### src/rtl/lpc_pkg.sv
// Shared LPC definitions: FSM states, protocol nibbles, bus widths and window decode.
package lpc_pkg;

    localparam int unsigned LAD_W      = 4;
    localparam int unsigned IO_ADDR_W  = 16;
    localparam int unsigned REG_ADDR_W = 8;
    localparam int unsigned DATA_W     = 8;
    localparam int unsigned CNT_W      = 2;

    localparam logic [LAD_W-1:0] LPC_START  = 4'h0;
    localparam logic [LAD_W-1:0] CYC_IO_RD  = 4'h0;
    localparam logic [LAD_W-1:0] CYC_IO_WR  = 4'h2;
    localparam logic [LAD_W-1:0] SYNC_READY = 4'h0;
    localparam logic [LAD_W-1:0] TAR_DRIVE  = 4'hF;

    typedef enum logic [3:0] {
        IDLE,
        START,
        CYCTYPE,
        ADDR,
        WDATA,
        HTAR,
        SYNC,
        RDATA,
        TTAR
    } lpc_state_t;

    // True when the upper address bits match the window base.
    function automatic logic win_hit(input logic [IO_ADDR_W-1:0] a,
                                     input logic [IO_ADDR_W-1:0] base,
                                     input int unsigned          log2);
        return (a >> log2) == (base >> log2);
    endfunction

endpackage

### src/rtl/lpc_io_slave.sv
// LPC I/O-cycle target: decodes host I/O read/write cycles hitting the register
// window and drives SYNC/TAR/data back; strobes the downstream register file.
module lpc_io_slave
    import lpc_pkg::*;
#(
    parameter logic [IO_ADDR_W-1:0] BASE_ADDR = 16'h0A00,
    parameter int unsigned          WIN_LOG2  = 5
) (
    input  logic                  LpcClock,
    input  logic                  PciReset,
    input  logic                  LFrame_n,
    input  logic [LAD_W-1:0]      LadIn,
    output logic [LAD_W-1:0]      LadOut,
    output logic                  LadOe,
    output logic [REG_ADDR_W-1:0] Addr,
    output logic                  Wr,
    output logic [DATA_W-1:0]     DataWr,
    output logic                  Rd,
    input  logic [DATA_W-1:0]     RdData
);

    localparam int unsigned           SHIFT_W  = IO_ADDR_W - LAD_W;
    localparam logic [IO_ADDR_W-1:0]  WIN_MASK = IO_ADDR_W'((32'd1 << WIN_LOG2) - 32'd1);

    lpc_state_t             state_q, state_d;
    logic [CNT_W-1:0]       cnt_q, cnt_d;
    logic                   is_wr_q, is_wr_d;
    logic [SHIFT_W-1:0]     addr_q, addr_d;
    logic [DATA_W-1:0]      data_q, data_d;
    logic [DATA_W-1:0]      rdata_q, rdata_d;
    logic [REG_ADDR_W-1:0]  addr_out_q, addr_out_d;
    logic                   lad_oe_q, lad_oe_d;
    logic [LAD_W-1:0]       lad_out_q, lad_out_d;
    logic                   wr_q, wr_d;
    logic                   rd_q, rd_d;
    logic [IO_ADDR_W-1:0]   io_addr;

    // Full 16-bit address as it stands after this clock's nibble is shifted in.
    assign io_addr = {addr_q, LadIn};

    // State and shadow registers; reset abandons any cycle in flight.
    always_ff @(posedge LpcClock or negedge PciReset) begin
        if (!PciReset) begin
            state_q    <= IDLE;
            cnt_q      <= '0;
            is_wr_q    <= 1'b0;
            addr_q     <= '0;
            data_q     <= '0;
            rdata_q    <= '0;
            addr_out_q <= '0;
            lad_oe_q   <= 1'b0;
            lad_out_q  <= TAR_DRIVE;
            wr_q       <= 1'b0;
            rd_q       <= 1'b0;
        end else begin
            state_q    <= state_d;
            cnt_q      <= cnt_d;
            is_wr_q    <= is_wr_d;
            addr_q     <= addr_d;
            data_q     <= data_d;
            rdata_q    <= rdata_d;
            addr_out_q <= addr_out_d;
            lad_oe_q   <= lad_oe_d;
            lad_out_q  <= lad_out_d;
            wr_q       <= wr_d;
            rd_q       <= rd_d;
        end
    end

    // Next-state and next-output decode; an LFRAME# assertion overrides everything.
    always_comb begin
        state_d    = state_q;
        cnt_d      = cnt_q;
        is_wr_d    = is_wr_q;
        addr_d     = addr_q;
        data_d     = data_q;
        rdata_d    = rdata_q;
        addr_out_d = addr_out_q;
        lad_oe_d   = lad_oe_q;
        lad_out_d  = lad_out_q;
        wr_d       = 1'b0;
        rd_d       = 1'b0;

        if (!LFrame_n) begin
            state_d   = (LadIn == LPC_START) ? START : IDLE;
            cnt_d     = '0;
            lad_oe_d  = 1'b0;
            lad_out_d = TAR_DRIVE;
        end else begin
            unique case (state_q)
                IDLE: begin
                    lad_oe_d  = 1'b0;
                    lad_out_d = TAR_DRIVE;
                end
                // First clock after the frame: LAD carries the cycle type.
                START: begin
                    cnt_d = '0;
                    if (LadIn == CYC_IO_RD) begin
                        is_wr_d = 1'b0;
                        state_d = ADDR;
                    end else if (LadIn == CYC_IO_WR) begin
                        is_wr_d = 1'b1;
                        state_d = ADDR;
                    end else begin
                        state_d = IDLE;
                    end
                end
                ADDR: begin
                    addr_d = io_addr[SHIFT_W-1:0];
                    cnt_d  = cnt_q + 2'd1;
                    if (cnt_q == 2'd3) begin
                        cnt_d = '0;
                        if (win_hit(io_addr, BASE_ADDR, WIN_LOG2)) begin
                            addr_out_d = REG_ADDR_W'(io_addr & WIN_MASK);
                            if (is_wr_q) begin
                                state_d = WDATA;
                            end else begin
                                state_d = HTAR;
                                rd_d    = 1'b1;
                            end
                        end else begin
                            state_d = IDLE;
                        end
                    end
                end
                WDATA: begin
                    if (cnt_q == 2'd0) begin
                        data_d[LAD_W-1:0] = LadIn;
                        cnt_d             = 2'd1;
                    end else begin
                        data_d[DATA_W-1:LAD_W] = LadIn;
                        cnt_d                  = '0;
                        state_d                = HTAR;
                    end
                end
                // Host turnaround; its last clock launches SYNC (and Wr for writes).
                HTAR: begin
                    if (cnt_q == 2'd0) begin
                        cnt_d = 2'd1;
                    end else begin
                        cnt_d     = '0;
                        state_d   = SYNC;
                        lad_oe_d  = 1'b1;
                        lad_out_d = SYNC_READY;
                        wr_d      = is_wr_q;
                        if (!is_wr_q) begin
                            rdata_d = RdData;
                        end
                    end
                end
                SYNC: begin
                    if (is_wr_q) begin
                        state_d   = TTAR;
                        lad_out_d = TAR_DRIVE;
                    end else begin
                        state_d   = RDATA;
                        cnt_d     = '0;
                        lad_out_d = rdata_q[LAD_W-1:0];
                    end
                end
                RDATA: begin
                    if (cnt_q == 2'd0) begin
                        cnt_d     = 2'd1;
                        lad_out_d = rdata_q[DATA_W-1:LAD_W];
                    end else begin
                        cnt_d     = '0;
                        state_d   = TTAR;
                        lad_out_d = TAR_DRIVE;
                    end
                end
                TTAR: begin
                    state_d   = IDLE;
                    lad_oe_d  = 1'b0;
                    lad_out_d = TAR_DRIVE;
                end
                default: begin
                    state_d   = IDLE;
                    lad_oe_d  = 1'b0;
                    lad_out_d = TAR_DRIVE;
                end
            endcase
        end
    end

    assign LadOut = lad_out_q;
    assign LadOe  = lad_oe_q;
    assign Addr   = addr_out_q;
    assign Wr     = wr_q;
    assign DataWr = data_q;
    assign Rd     = rd_q;

endmodule
### config.mk
export PLATFORM = sky130hd
export DESIGN_NAME = lpc_io_slave
export DESIGN_NICKNAME = d
export VERILOG_FILES = /design/src/rtl/lpc_pkg.sv /design/src/rtl/lpc_io_slave.sv
export SDC_FILE = /design/constraint.sdc
export NUM_CORES = 1
export LEC_CHECK = 0
export CAP_MARGIN = 0
export CORE_ASPECT_RATIO = 0.6
export CORE_UTILIZATION = 30
export CTS_CLUSTER_DIAMETER = 40
export DETAILED_ROUTE_END_ITERATION = 16
export PLACE_DENSITY = 0.48
export SYNTH_ARGS = -nofsm -noshare
export SYNTH_HDL_FRONTEND = slang
export SYNTH_SLANG_ARGS = --single-unit
### constraint.sdc
create_clock -name LpcClock -period 2.6 [get_ports LpcClock]
set_input_delay 0.26 -clock LpcClock [delete_from_list [all_inputs] [get_ports LpcClock]]
set_output_delay 0.26 -clock LpcClock [all_outputs]
set_load 0.005 [all_outputs]
==> run_results.csv <==
group,metric,value,unit
sta,maxSlewViolCount,0,
sta,hold_violations,0,
global_routing,grt_use_total,14.0,%
floorplanning,num_rows,24,
detailed_routing,firstDrtPassIters,4,
detailed_routing,viasPerCell,4.56,
synth,yosys_warnings,0,
global_routing,grt_pass1_vias,1438,
global_routing,grt_overflow_total,0,
setup_path,cp.arrival,2.22,ns
detailed_routing,routed_wl,5.01,mm
detailed_routing,via_count,1524,
clock_tree,cts_buffer_depth,2,
sta,worst_pin_slew,0.686,ns
final_layout,filler_cell_count,741,
worst_hold_path,hold_class,"in2async",
global_routing,grt_pass1_wl,8.22,mm
floorplanning,io_pins,38,
power_and_ir_drop,leakagePower,1.27,nW
detailed_routing,drt_iter0_markers,58,
detailed_routing,drt-wirelength-per-cell,15.0,um
final_layout,fin_cells,334,
synth,syn_avg_cell_area,11.7,sq um
final_layout,diodes,0,
floorplanning,core_area,7270,sq um
floorplanning,die_w,114,um
sta,rsz0062_at_grt,"no",
floorplanning,start_util,30.9,%
setup_path,cp_max_fo,11,
placed_design,place_congestion,0.811,
power_and_ir_drop,power_density,512,nW/um^2
synth,synth_top_area_share,47.9,%
final_layout,final_area,2830,sq um
synth,ys_async_sr_fraction,100,%
floorplanning,dieArea,7850,sq um
synth,synth.largest_area_cell,"dfrtp_1",
final_layout,layout_commonest_cell,"dfrtp_1",
synth,netlist_area,2250,sq um
clock_tree,cts_tree,"yes",
power_and_ir_drop,peakVddDrop,0.259,mV
floorplanning,die_h,69.0,um
sta,fin_crit_sh,77.2,%
global_routing,grt_antenna_before_repair,0,
power_and_ir_drop,totalPowerFinal,1.45,mW
final_layout,mostFrequentLayoutCells,"dfrtp_1 (43), clkdlybuf4s50_1 (33), mux2_2 (25)",
final_layout,drive_gt1_share,22.6,%
placed_design,place_area,2680,sq um
placed_design,dp_cells,325,
job,maxCapViolations,0,
final_layout,syn2layout_area_growth,25.9,%
synth,yosysUniqueCellTypes,44,
detailed_routing,drcViolationCount,0,
synth,syn-instance-count,192,
global_routing,grt_max_degree,19,
clock_tree,cts.sinks,47,
detailed_routing,ant_nets,0,
placed_design,hpwl,3.65,mm
clock_tree,htreeDepth,2,
clock_tree,cts_setup_buffers,0,
sta,relSlewSlack,53.9,%
synth,synthFlopType,"dfrtp_1",
synth,ys_top_cells_by_area,"dfrtp_1 (48%), mux2_2 (13%), dfstp_2 (4.7%)",
final_layout,final_nets,246,
placed_design,io_buffers,34,
synth,synth_edf_count,0,
sta,finalSetupViolations,0,
setup_path,crit_path_end_kind,"register",
synth,ys_seq_area_share,52.6,%
synth,ys_seq_elements,47,
setup_path,worstSetupPathType,"reg2reg",
sta,fin_skew,0.00366,ns
status,status,"completed",
sta,fin_crit,2.01,ns
final_layout,final_core_util,38.9,%
setup_path,cp-start-kind,"register",
sta,fin_tns_setup,0,ns
sta,fmax,0.498,GHz
clock_tree,cts_made_buffers,5,
clock_tree,clock-root-buffer,"clkbuf_16",
clock_tree,clkTransAtPathRegs,0.06,ns
clock_tree,clkLatencyLatePin,0.28,ns
setup_path,required,2.81,ns
## routing by layer
metal | GRT usage, % | vias up | part of all wire (%)
met2 | 14.7 | 45 | 34
met1 | 24.3 | 726 | 58
met3 | 4.13 | 5 | 6.4
met4 | 4.82 | 0 | 1.1
met5 | 0 | - | 0
li1 | - | 748 | -
## kinds of logic (layout without fill, tap and decap cells)
kind of cell               Yosys count  in the layout  synth area share [%]
AOI/OAI and AO/OA                   34             34                  9.58
adders and majority gates            2              2                  1.11
buffers and inverters               26             62                  5.68
DFF                                 47             47                  52.6
muxes                               31             31                  16.3
other                                1              3                 0.167
and+or+nand+nor                     51             51                  14.6
## worst max-delay path: stages (launching register included)
cell	delay [ns]
dfrtp_1	0.40
inv_1	0.09
ha_1	0.46
o211ai_1	0.15
a21oi_1	0.44
mux2_2	0.39
## layout make-up
type	count	area (sq um)	area share [%]
repair buffers	40	383	13.5
multi-input cells	121	946	33.4
clock buffers	7	133	4.69
flip-flops and latches	47	1180	41.7
inverters	14	52.6	1.86
well taps	104	130	4.60
clock inverters	1	5.00	0.177
## path summary, 6_finish.rpt
kind                                        from                      to  slack, ns  cells after the start
setup / recovery            cnt_q[0]$_DFFE_PN0P_   LadOut[3]$_DFFE_PN1P_       0.59                      5
hold / removal                          PciReset  rdata_q[1]$_DFFE_PN0P_       0.40                      2
setup reg to reg            cnt_q[0]$_DFFE_PN0P_   LadOut[3]$_DFFE_PN1P_       0.59                      5
hold reg to reg            addr_q[8]$_DFFE_PN0P_   addr_q[8]$_DFFE_PN0P_       0.51                      1
max in group asynchronous               PciReset   LadOut[0]$_DFFE_PN1P_       1.60                      3
min in group LpcClock      addr_q[8]$_DFFE_PN0P_   addr_q[8]$_DFFE_PN0P_       0.51                      1
## flip-flops by register name, indices dropped and copies added (netlist names)
| signal | cells |
|---|---|
| Addr | 5 |
| DataWr | 8 |
| LadOe | 1 |
| LadOut | 4 |
| Rd | 1 |
| Wr | 1 |
| addr_q | 12 |
| cnt_q | 2 |
| is_wr_q | 1 |
| rdata_q | 8 |
| state_q | 4 |
## synthesized netlist by cell type, types with 2 or more instances
library cell and count:
nand2_1 13, a21oi_1 12, inv_1 14, nor2_1 5, buf_2 6, or3_1 6
o21ai_0 11, nand2b_1 4, ha_1 2, nor4b_1 3, a211o_1 2, and2_1 2
nor3_1 4, dfrtp_1 43, dfstp_2 4, buf_4 4, mux2_2 25, nand3_1 2
mux2_4 5
## where the power goes
part           switching, mW  total [mW]  leakage (nW)  internal, mW
clock                  0.255       0.611        0.0679         0.356
combinational         0.0386      0.0859         0.600        0.0473
sequential           0.00847       0.752         0.598         0.743
## through the flow
step                      hold WS [ns]  setup slack (ns)
after floorplan                -0.0356             0.932
after global placement           0.178             0.428
after detailed placement         0.176             0.463
after CTS                        0.410             0.581
after global routing             0.423             0.425
final                            0.401             0.593
## repair_timing
item                      CTS  global route
hold endpoints to repair   13             0
gates resized for setup     0             0
hold buffers                1             0
Power figures use the tool's default switching activity.
